$ cat src/rtl/uart_tx_ctrl.sv
`timescale 1ns/1ps
// uart_tx_ctrl: byte FIFO feeding an 8N1 serial transmitter.
// Frames go back-to-back while the FIFO holds data; the line idles high.
module uart_tx_ctrl #(
  parameter int CLK_DIV    = 868,
  parameter int FIFO_DEPTH = 8,
  localparam int AW = (FIFO_DEPTH > 1) ? $clog2(FIFO_DEPTH) : 1,
  localparam int LW = $clog2(FIFO_DEPTH) + 1
) (
  input  logic          clk,
  input  logic          rst_n,
  input  logic          wr_valid,
  input  logic [7:0]    wr_data,
  output logic          wr_ready,
  output logic          uart_tx,
  output logic          busy,
  output logic [LW-1:0] fifo_level
);

  typedef enum logic [1:0] {IDLE, START, DATA, STOP} state_e;

  localparam logic [15:0] BIT_RELOAD = 16'(CLK_DIV - 1);

  logic [7:0]    mem_q [FIFO_DEPTH];
  logic [AW-1:0] wptr_q, wptr_d, rptr_q, rptr_d;
  logic [LW-1:0] level_q, level_d;
  logic          rdy_en_q;
  state_e        state_q, state_d;
  logic [15:0]   cnt_q, cnt_d;
  logic [2:0]    idx_q, idx_d;
  logic [7:0]    shift_q, shift_d;
  logic          tx_q, tx_d;
  logic          push, pop, fifo_empty, bit_end;

  // Ready comes only from registered occupancy, so a pop in the same cycle
  // never opens a slot early; rdy_en_q holds it low until the first edge out of reset.
  assign fifo_empty = (level_q == '0);
  assign wr_ready   = rdy_en_q && (level_q != LW'(FIFO_DEPTH));
  assign push       = wr_valid && wr_ready;
  assign bit_end    = (cnt_q == '0);

  assign uart_tx    = tx_q;
  assign busy       = !((state_q == IDLE) && fifo_empty);
  assign fifo_level = level_q;

  always_comb begin
    wptr_d  = wptr_q;
    rptr_d  = rptr_q;
    level_d = level_q;
    if (push) wptr_d = wptr_q + 1'b1;
    if (pop)  rptr_d = rptr_q + 1'b1;
    case ({push, pop})
      2'b10:   level_d = level_q + 1'b1;
      2'b01:   level_d = level_q - 1'b1;
      default: level_d = level_q;
    endcase
  end

  always_ff @(posedge clk) begin
    if (push) mem_q[wptr_q] <= wr_data;
  end

  always_comb begin
    state_d = state_q;
    cnt_d   = cnt_q;
    idx_d   = idx_q;
    shift_d = shift_q;
    tx_d    = tx_q;
    pop     = 1'b0;
    case (state_q)
      IDLE: begin
        tx_d = 1'b1;
        if (!fifo_empty) begin
          pop     = 1'b1;
          shift_d = mem_q[rptr_q];
          cnt_d   = BIT_RELOAD;
          tx_d    = 1'b0;
          state_d = START;
        end
      end
      START: begin
        if (bit_end) begin
          state_d = DATA;
          idx_d   = '0;
          cnt_d   = BIT_RELOAD;
          tx_d    = shift_q[0];
        end else begin
          cnt_d = cnt_q - 1'b1;
        end
      end
      DATA: begin
        if (bit_end) begin
          cnt_d = BIT_RELOAD;
          if (idx_q == 3'd7) begin
            state_d = STOP;
            tx_d    = 1'b1;
          end else begin
            shift_d = {1'b0, shift_q[7:1]};
            idx_d   = idx_q + 1'b1;
            tx_d    = shift_q[1];
          end
        end else begin
          cnt_d = cnt_q - 1'b1;
        end
      end
      STOP: begin
        if (bit_end) begin
          // Chain straight into the next start bit when more data is queued.
          if (!fifo_empty) begin
            pop     = 1'b1;
            shift_d = mem_q[rptr_q];
            cnt_d   = BIT_RELOAD;
            tx_d    = 1'b0;
            state_d = START;
          end else begin
            cnt_d   = '0;
            state_d = IDLE;
          end
        end else begin
          cnt_d = cnt_q - 1'b1;
        end
      end
      default: state_d = IDLE;
    endcase
  end

  always_ff @(posedge clk or negedge rst_n) begin
    if (!rst_n) begin
      state_q  <= IDLE;
      cnt_q    <= '0;
      idx_q    <= '0;
      shift_q  <= '0;
      tx_q     <= 1'b1;
      wptr_q   <= '0;
      rptr_q   <= '0;
      level_q  <= '0;
      rdy_en_q <= 1'b0;
    end else begin
      state_q  <= state_d;
      cnt_q    <= cnt_d;
      idx_q    <= idx_d;
      shift_q  <= shift_d;
      tx_q     <= tx_d;
      wptr_q   <= wptr_d;
      rptr_q   <= rptr_d;
      level_q  <= level_d;
      rdy_en_q <= 1'b1;
    end
  end

endmodule

$ cat config.mk
export PLATFORM = sky130hd
export DESIGN_NAME = uart_tx_ctrl
export DESIGN_NICKNAME = d
export VERILOG_FILES = /design/src/rtl/uart_tx_ctrl.sv
export SDC_FILE = /design/constraint.sdc
export NUM_CORES = 1
export LEC_CHECK = 0
export CAP_MARGIN = 0
export CELL_PAD_IN_SITES_DETAIL_PLACEMENT = 1
export CELL_PAD_IN_SITES_GLOBAL_PLACEMENT = 1
export CORE_ASPECT_RATIO = 0.5
export CORE_MARGIN = 2
export CORE_UTILIZATION = 55
export DETAILED_ROUTE_END_ITERATION = 10
export PLACE_DENSITY = 0.91
export SETUP_SLACK_MARGIN = 0.4
export SLEW_MARGIN = 15
export SYNTH_ARGS = -nofsm -noshare
export SYNTH_HDL_FRONTEND = slang
export SYNTH_SLANG_ARGS = --single-unit
$ cat constraint.sdc
create_clock -name clk -period 6.5 [get_ports clk]
set_input_delay 1.3 -clock clk [delete_from_list [all_inputs] [get_ports clk]]
set_output_delay 1.3 -clock clk [all_outputs]
set_load 0.05 [all_outputs]
==> impl_metrics.env, run 1 <==
export IMPL_p_leak_nw=2.00
export IMPL_cp_max_fo=15
export IMPL_drc=0
export IMPL_route_vias_total=3193
export IMPL_path_cells="inv_1 > ha_1 > inv_2 > nor2_1 > inv_2 > clkdlybuf4s50_1"
export IMPL_syn_nets=375
export IMPL_cts_max_path_buffers=2
export IMPL_cp_top_family="buffers and inverters"
export IMPL_max_stage_delay_ns=0.75
export IMPL_dpl_cell_area_mm2=0.00515
export IMPL_clkTransAtPathRegs_ns=0.07
export IMPL_rr_worst_depth=11
export IMPL_cts_tree="done"
export IMPL_clock_latency_ns=0.35
export IMPL_fin_cells=489
export IMPL_pre_cts_ws_ns=2.62
export IMPL_antenna_found_initial=0
export IMPL_path_buf_inv=4
export IMPL_max_freq_mhz=231
export IMPL_hp_class="reg2reg"
export IMPL_grt_pass1_vias=3456
export IMPL_critPathLaunchType="flip-flop"
export IMPL_setup_tns_ns=0
export IMPL_dr_pass1_iters=4
export IMPL_slew_headroom=0.297
export IMPL_io_buffer_count=17
export IMPL_min_period_ns=4.33
export IMPL_reg2reg_from="cnt_q[0]"
export IMPL_fillerInstances=822
export IMPL_hold_path_end="cnt_q[0]"
export IMPL_drt_iter0_drc=265
export IMPL_die_y_um=70.6
export IMPL_dpl_hpwl_um=7900
export IMPL_internal_power_mw=1.59
export IMPL_grt_max_degree=42
export IMPL_numCtsBuffers=9
export IMPL_rows=24
export IMPL_setup_violations=0
export IMPL_ys_ff_latch=105
export IMPL_hold_depth=1
export IMPL_dp_cells=473
export IMPL_yosysWarnings=0
export IMPL_die_area_mm2=0.00970
export IMPL_antenna_cells=0
export IMPL_critical_path_arrival_ns=3.03
export IMPL_postCtsSetupBuffers=0
export IMPL_ys_flop_type="edfxtp_1"
export IMPL_critPathKind="reg2out"
export IMPL_numClockSinks=105
export IMPL_fp_dieW_um=137
export IMPL_fin_nets=391
export IMPL_max_vdd_ir_drop_uv=222
export IMPL_rrSetupSlack_ns=2.63
export IMPL_final_hold_violation_count=0
export IMPL_pwr_share_clk=0.198
export IMPL_grtUsageTotal=0.270
export IMPL_slew_violations=0
export IMPL_netSwitchingFraction=0.409
export IMPL_seq_power_share=0.389
export IMPL_area_growth_pct=11.4
export IMPL_avgRoutedWirePerCell_um=24.2
export IMPL_yosysUniqueCellTypes=66
export IMPL_grt_ovfl_total=0
export IMPL_final_common_cell="edfxtp_1"
export IMPL_fin_ws_ns=2.17
export IMPL_hp_start="cnt_q[0]"
export IMPL_ant_nets=0
export IMPL_post_route_util=0.627
export IMPL_multi_input_comb_area_mm2=0.00179
export IMPL_syn_avg_cell_area_um2=13.9
export IMPL_cts_resized=0
export IMPL_combPwrFrac=0.413
export IMPL_layout_drive_gt1_share=0.132
export IMPL_netlist_area_mm2=0.00489
export IMPL_design_portCount=18
export IMPL_ys_async_sr_fraction=0.390
export IMPL_crit_top_cell="inv_2"
export IMPL_reg2reg_to="fifo_level[3]"
export IMPL_p_switching_mw=1.10
export IMPL_synth_edff_count=64
export IMPL_mostFrequentLayoutCells="edfxtp_1, dfrtp_1, nor2_1"
export IMPL_wirelength_um=11800
export IMPL_fin_crit_sh=0.667
export IMPL_power_total_mw=2.69
export IMPL_seqCellArea_mm2=0.00295
export IMPL_crit_cells=6
export IMPL_h_tree_depth=3
export IMPL_cts_root_buffer="clkbuf_16"
export IMPL_gp_congestion=0.888
export IMPL_viasPerCell=6.53
export IMPL_power_density_mw_per_mm2=494
export IMPL_crit_path_end_kind="primary output"
export IMPL_start_util=0.563
export IMPL_cts_hold_buf=0
export IMPL_rsz0062_at_grt="no"
export IMPL_fin_area_mm2=0.00544
export IMPL_worst_slew_pin_slew_ns=1.05
export IMPL_finClkSkew_ns=0.0106
export IMPL_cp_slowest_cell="clkdlybuf4s50_1"
export IMPL_grt_pass1_wl_um=19100
export IMPL_timing_max_cap_violations=0
export IMPL_ys_seq_area_frac=0.604
export IMPL_hold_ws_ns=0.514
export IMPL_cp_required_ns=5.20
export IMPL_synthCells=351
export IMPL_status="finished clean"
export IMPL_core_area_mm2=0.00868
power groups by stage:
stage                     sequential, mW  clock, mW  combinational, mW
after floorplan                    0.997          0              0.818
after global placement              1.03          0               1.01
after detailed placement            1.05          0               1.09
after CTS                           1.05      0.541               1.11
after global routing                1.07      0.568               1.21
final                               1.05      0.532               1.11
how the worst max path moves through the flow:
stage,start,endpoint,slack [ns]
CTS,state_q[0],busy,2.19
floorplan,fifo_level[1],busy,3.26
global placement,state_q[0],busy,2.83
detailed placement,state_q[0],busy,2.62
global route,state_q[0],busy,2.05
finish,state_q[0],busy,2.17
layer usage:
| metal | vias up | wire length [um] | global-route usage |
|---|---|---|---|
| met5 | - | 0 | 0 |
| met4 | 0 | 164 | 0.0848 |
| met3 | 13 | 473 | 0.0566 |
| met2 | 76 | 6260 | 0.469 |
| met1 | 1686 | 4910 | 0.345 |
| li1 | 1418 | - | - |
synth_stat cells (3+ instances only):
cell type / instances / area share
xor2_1: 6 / 0.011
o21ai_1: 7 / 0.0072
and3_1: 3 / 0.0038
ha_1: 13 / 0.033
a22o_1: 3 / 0.0054
edfxtp_1: 64 / 0.39
o21ai_0: 4 / 0.0041
nor2_1: 25 / 0.019
nor4_1: 9 / 0.012
mux2i_1: 9 / 0.018
clkbuf_1: 9 / 0.0069
o211ai_1: 3 / 0.0046
nand4_1: 3 / 0.0038
nor3_1: 14 / 0.014
nand3_1: 3 / 0.0031
dfrtp_1: 40 / 0.20
nand2b_1: 5 / 0.0064
or4_1: 4 / 0.0061
a211oi_1: 6 / 0.0092
mux4_2: 16 / 0.074
a222oi_1: 6 / 0.012
o31ai_1: 4 / 0.0061
nand2_1: 7 / 0.0054
mux2_2: 3 / 0.0069
a21oi_1: 5 / 0.0051
buf_2: 3 / 0.0031
o2111ai_1: 3 / 0.0054
or3_1: 3 / 0.0038
inv_2: 4 / 0.0031
xnor2_1: 4 / 0.0072
o21a_1: 3 / 0.0046
inv_1: 16 / 0.012
mux2_1: 3 / 0.0069
flip-flops by register name (all words and copies together), names as in the netlist:
register	flops
state_q	2
fifo_level	4
rdy_en_q	1
idx_q	3
uart_tx	1
shift_q	8
rptr_q	3
cnt_q	16
wptr_q	3
mem_q	64
kinds of logic (layout without fill, tap and decap cells):
| logic type | after synthesis | after routing | synth area share |
|---|---|---|---|
| muxes | 31 | 31 | 0.106 |
| other | 1 | 1 | 0.000768 |
| DFF | 105 | 105 | 0.604 |
| and+or+nand+nor | 92 | 92 | 0.108 |
| xor gates and xnor gates | 10 | 10 | 0.0179 |
| adders and majority gates | 13 | 13 | 0.0333 |
| buffers and inverters | 35 | 56 | 0.0292 |
| AOI/OAI and AO/OA | 64 | 64 | 0.101 |
layout make-up:
class,count,area share
clock inverter,7,0.0122
tap,117,0.0269
inverter,20,0.0138
sequential,105,0.542
timing repair buffer,20,0.0345
multi-input combinational,211,0.330
clock buffer,9,0.0414
(Power assumes the default switching activity.)
==> run 2, diff against run 1 <==
Settings changed: CORE_UTILIZATION 55 to 51, PLACE_DENSITY 0.91 to 0.85.
Clock period 6.5 ns to 4.1 ns, I/O delays scaled along.
==> run 2 against run 1 <==
Compared with the run above:
- die area increased by 7.5%
- via count decreased by 1.2%
- clock-buffer cell count unchanged
- cell count increased by 0.82%
- global-route usage decreased by 3.6 points
- critical endpoint unchanged
- largest power group unchanged
==> impl_metrics.env, run 2 (synthesis gave the netlist of run 1 again) <==
export IMPL_crit_path_end_kind="primary output"
export IMPL_h_tree_depth=3
export IMPL_viasPerCell=6.40
export IMPL_dr_pass1_iters=7
export IMPL_antenna_found_initial=0
export IMPL_status="finished clean"
export IMPL_critical_path_arrival_ns=2.46
export IMPL_fin_ws_ns=0.816
export IMPL_cp_required_ns=3.28
export IMPL_fin_nets=392
export IMPL_die_y_um=73.2
export IMPL_antenna_cells=0
export IMPL_worst_slew_pin_slew_ns=1.02
export IMPL_slew_headroom=0.318
export IMPL_rr_worst_depth=11
export IMPL_max_freq_mhz=305
export IMPL_largest_register_ffs=64
export IMPL_path_buf_inv=2
export IMPL_max_vdd_ir_drop_uv=326
export IMPL_min_period_ns=3.28
export IMPL_p_leak_nw=1.99
export IMPL_drc=0
export IMPL_io_buffer_count=17
export IMPL_numCtsBuffers=9
export IMPL_cp_endpoint="busy"
export IMPL_cts_root_buffer="clkbuf_16"
export IMPL_grtUsageTotal=0.234
export IMPL_timing_max_cap_violations=0
export IMPL_final_hold_violation_count=0
export IMPL_ant_nets=0
export IMPL_area_growth_pct=11.7
export IMPL_dpl_hpwl_um=7550
export IMPL_cp_slowest_cell="or4_1"
export IMPL_fp_dieW_um=142
export IMPL_rrSetupSlack_ns=0.98
export IMPL_setup_worst_path_start="fifo_level[0]"
export IMPL_post_route_util=0.582
export IMPL_cp_max_fo=14
export IMPL_power_total_mw=4.21
export IMPL_crit_cells=4
export IMPL_layout_drive_gt1_share=0.137
export IMPL_numClockSinks=105
export IMPL_cp_top_family="simple AND/OR/NAND/NOR gates"
export IMPL_grt_pass1_wl_um=18200
export IMPL_regMostFlops="mem_q"
export IMPL_reg2reg_to="fifo_level[3]"
export IMPL_drt_iter0_drc=178
export IMPL_core_area_mm2=0.00938
export IMPL_fin_crit_sh=0.801
export IMPL_path_cells="or4_1 > nor2_1 > inv_2 > dlymetal6s2s_1"
export IMPL_max_stage_delay_ns=0.66
export IMPL_slew_violations=0
export IMPL_grt_max_degree=42
export IMPL_reg2reg_from="cnt_q[0]"
export IMPL_gp_congestion=0.889
export IMPL_setup_violations=0
export IMPL_clock_latency_ns=0.35
export IMPL_rsz0062_at_grt="no"
export IMPL_cts_tree="done"
export IMPL_mostFrequentLayoutCells="edfxtp_1, dfrtp_1, nor2_1"
export IMPL_start_util=0.521
export IMPL_wirelength_um=11000
export IMPL_pre_cts_ws_ns=0.769
export IMPL_postCtsSetupBuffers=0
export IMPL_finClkSkew_ns=0.00528
export IMPL_cts_max_path_buffers=2
export IMPL_final_common_cell="edfxtp_1"
export IMPL_rows=25
export IMPL_setup_tns_ns=0
export IMPL_avgRoutedWirePerCell_um=22.3
export IMPL_reg_top3="mem_q x64, cnt_q x16, shift_q x8"
export IMPL_grt_ovfl_total=0
export IMPL_grt_pass1_vias=3363
export IMPL_die_area_mm2=0.0104
export IMPL_route_vias_total=3155
export IMPL_design_portCount=18
export IMPL_critPathKind="reg2out"
export IMPL_power_density_mw_per_mm2=772
export IMPL_critPathLaunchType="flip-flop"
export IMPL_hp_class="reg2reg"
export IMPL_clkTransAtPathRegs_ns=0.07
-- run 2: routing by layer --
metal	track usage	routed length, um
met1	0.306	4620
met2	0.399	5670
met3	0.0499	548
met4	0.0737	141
met5	0	0
-- run 2: layout make-up --
type / count / area (um2)
Clock buffer: 9 / 225
Clock inverter: 6 / 63.8
Fill cell: 892 / 3930
Inverter: 20 / 75.1
Multi-Input combinational cell: 211 / 1800
Sequential cell: 105 / 2950
Tap cell: 121 / 151
Timing Repair Buffer: 21 / 198
-- run 2: how the worst min path moves through the flow --
stage,start,end,slack (ns),cells after the start
floorplan,cnt_q[0],cnt_q[0],0.46,1
global placement,cnt_q[0],cnt_q[0],0.50,1
detailed placement,shift_q[7],shift_q[7],0.50,1
CTS,uart_tx,uart_tx,0.52,1
global route,uart_tx,uart_tx,0.52,1
finish,uart_tx,uart_tx,0.52,1
-- run 2: stage by stage --
stage          cell area, um2  std cells  hold WS [ns]
3_5_place_dp             5160        478         0.500
3_3_place_gp             5160        478         0.496
2_1_floorplan            4890        351         0.461
4_1_cts                  5460        493         0.520
5_1_grt                  5460        493         0.522
6_report                 5460        493         0.515
-- run 2: what timing repair did --
action                                 CTS  global route
resized for setup                        1             1
hold buffers                             0             0
setup endpoints to repair                1             1
endpoints found under the hold margin    0             0
-- run 2: where the power goes --
part / leakage (nW) / switching, mW / internal [mW]
Clock: 0.138 / 0.407 / 0.425
Sequential: 1.08 / 0.296 / 1.35
Combinational: 0.774 / 0.988 / 0.751
==> run 3, diff against run 2 <==
Settings changed: CORE_UTILIZATION 51 to 46, PLACE_DENSITY 0.85 to 0.81.
Clock period 4.1 ns to 3 ns, I/O delays scaled along.
==> run 3 against run 2 <==
Compared with the run above:
- worst hold slack got worse by 0.12 ns
- via count increased by 2.6%
- global-route usage decreased by 1.5 points
- highest routed layer unchanged
==> impl_metrics.env, run 3 (synthesis gave the netlist of run 1 again) <==
export IMPL_rows=26
export IMPL_grt_max_degree=42
export IMPL_dpl_cell_area_mm2=0.00530
export IMPL_final_common_cell="edfxtp_1"
export IMPL_max_freq_mhz=393
export IMPL_area_growth_pct=16.7
export IMPL_crit_path_end_kind="flip-flop"
export IMPL_path_buf_inv=2
export IMPL_antenna_found_initial=0
export IMPL_setup_violations=0
export IMPL_avgRoutedWirePerCell_um=22.3
export IMPL_cts_max_path_buffers=2
export IMPL_design_portCount=18
export IMPL_cp_slowest_cell="dfrtp_1"
export IMPL_dpl_hpwl_um=7810
export IMPL_combPwrFrac=0.437
export IMPL_drt_iter0_drc=241
export IMPL_largest_register_ffs=64
export IMPL_route_vias_total=3236
export IMPL_fillerInstances=1009
export IMPL_regMostFlops="mem_q"
export IMPL_crit_top_cell="xor2_1"
export IMPL_fin_crit_sh=0.848
export IMPL_pre_cts_ws_ns=0.260
export IMPL_die_area_mm2=0.0115
export IMPL_setup_tns_ns=0
export IMPL_dr_pass1_iters=5
export IMPL_h_tree_depth=3
export IMPL_cts_tree="done"
export IMPL_critPathKind="reg2reg"
export IMPL_cp_max_fo=5
export IMPL_cts_hold_buf=0
export IMPL_worst_slew_pin_slew_ns=1.02
export IMPL_clock_latency_ns=0.35
export IMPL_internal_power_mw=3.61
export IMPL_pwr_share_clk=0.191
export IMPL_mostFrequentLayoutCells="edfxtp_1, dfrtp_1, nor2_1"
export IMPL_die_y_um=76.9
export IMPL_path_cells="inv_1 > ha_1 > nor4b_4 > and4_2 > o21ai_4 > inv_2 > ha_4 > xor2_1 > ha_1 > a21oi_2 > xor2_1 > nor2_1 > xor2_1"
export IMPL_numCtsBuffers=9
export IMPL_final_hold_violation_count=0
export IMPL_clkTransAtPathRegs_ns=0.08
export IMPL_wirelength_um=11800
export IMPL_fin_area_mm2=0.00570
export IMPL_core_area_mm2=0.0103
export IMPL_viasPerCell=6.09
export IMPL_fp_dieW_um=150
export IMPL_max_vdd_ir_drop_uv=465
export IMPL_power_density_mw_per_mm2=1060
export IMPL_gp_congestion=0.830
export IMPL_ant_nets=0
export IMPL_fin_ws_ns=0.455
export IMPL_grt_ovfl_total=0
export IMPL_timing_max_cap_violations=0
export IMPL_multi_input_comb_area_mm2=0.00188
export IMPL_critPathLaunchType="flip-flop"
export IMPL_cp_top_family="adder cells"
export IMPL_max_stage_delay_ns=0.39
export IMPL_start_util=0.475
export IMPL_hp_class="in2async"
export IMPL_status="finished clean"
export IMPL_min_period_ns=2.55
export IMPL_cts_root_buffer="clkbuf_16"
export IMPL_slew_violations=0
export IMPL_cp_required_ns=3.22
export IMPL_p_leak_nw=2.10
export IMPL_numClockSinks=105
export IMPL_seqCellArea_mm2=0.00295
export IMPL_grtUsageTotal=0.219
export IMPL_grt_pass1_wl_um=19100
export IMPL_seq_power_share=0.372
export IMPL_p_switching_mw=2.43
export IMPL_critical_path_arrival_ns=2.77
export IMPL_antenna_cells=0
export IMPL_finClkSkew_ns=0.0103
export IMPL_fin_nets=410
export IMPL_layout_drive_gt1_share=0.215
export IMPL_drc=0
export IMPL_reg_top3="mem_q x64, cnt_q x16, shift_q x8"
export IMPL_slew_headroom=0.320
export IMPL_netSwitchingFraction=0.403
export IMPL_rsz0062_at_grt="yes"
export IMPL_io_buffer_count=17
export IMPL_grt_pass1_vias=3537
-- run 3: what timing repair did --
action | in CTS | in global routing
gates resized for setup | 5 | 12
setup buffers | 0 | 6
setup endpoints to repair | 4 | 9
pin swaps | 0 | 2
-- run 3: layout make-up --
type	count	share of cell area
clock buffer	9	0.0395
clock inverter	7	0.0123
inverter	20	0.0132
multi-input combinational	211	0.330
sequential	105	0.518
tap	140	0.0307
timing repair buffer	39	0.0573
-- run 3: path summary, 6_finish.rpt --
path	cells past startpoint	startpoint	end	slack [ns]
min in group clk	1	cnt_q[0]	cnt_q[0]	0.51
max reg2reg	13	cnt_q[0]	fifo_level[2]	0.45
max in group asynchronous	1	rst_n	fifo_level[0]	1.95
min reg2reg	1	cnt_q[0]	cnt_q[0]	0.51
min	1	rst_n	shift_q[0]	0.40
max	13	cnt_q[0]	fifo_level[2]	0.45
-- run 3: routing by layer --
layer,track usage,part of all wire,vias to the layer above
met2,0.381,0.52,90
met1,0.277,0.41,1673
met4,0.0670,0.022,0
met5,0,0,-
li1,-,-,1450
met3,0.0452,0.045,23
-- run 3: worst register-to-register path: stages, from the launching register on --
cell	delay, ns
dfrtp_1	0.39
inv_1	0.06
ha_1	0.24
nor4b_4	0.15
and4_2	0.27
o21ai_4	0.20
inv_2	0.08
ha_4	0.18
xor2_1	0.14
ha_1	0.20
a21oi_2	0.12
xor2_1	0.18
nor2_1	0.08
xor2_1	0.14
-- run 3: power groups by stage --
stage / Combinational (mW) / Clock, mW / Sequential (mW)
2_1_floorplan: 1.79 / 0 / 2.17
3_3_place_gp: 2.27 / 0 / 2.22
3_5_place_dp: 2.44 / 0 / 2.26
4_1_cts: 2.48 / 1.18 / 2.24
5_1_grt: 2.87 / 1.23 / 2.30
6_report: 2.64 / 1.15 / 2.25
-- run 3: metrics by stage --
stage	power [mW]	cells	hold slack (ns)	util
floorplan	3.96	351	0.304	-
global placement	4.48	509	0.477	0.515
finish	6.04	531	0.397	0.555
global route	6.40	531	0.471	0.555
CTS	5.90	525	0.424	0.546
detailed placement	4.70	509	0.497	0.515
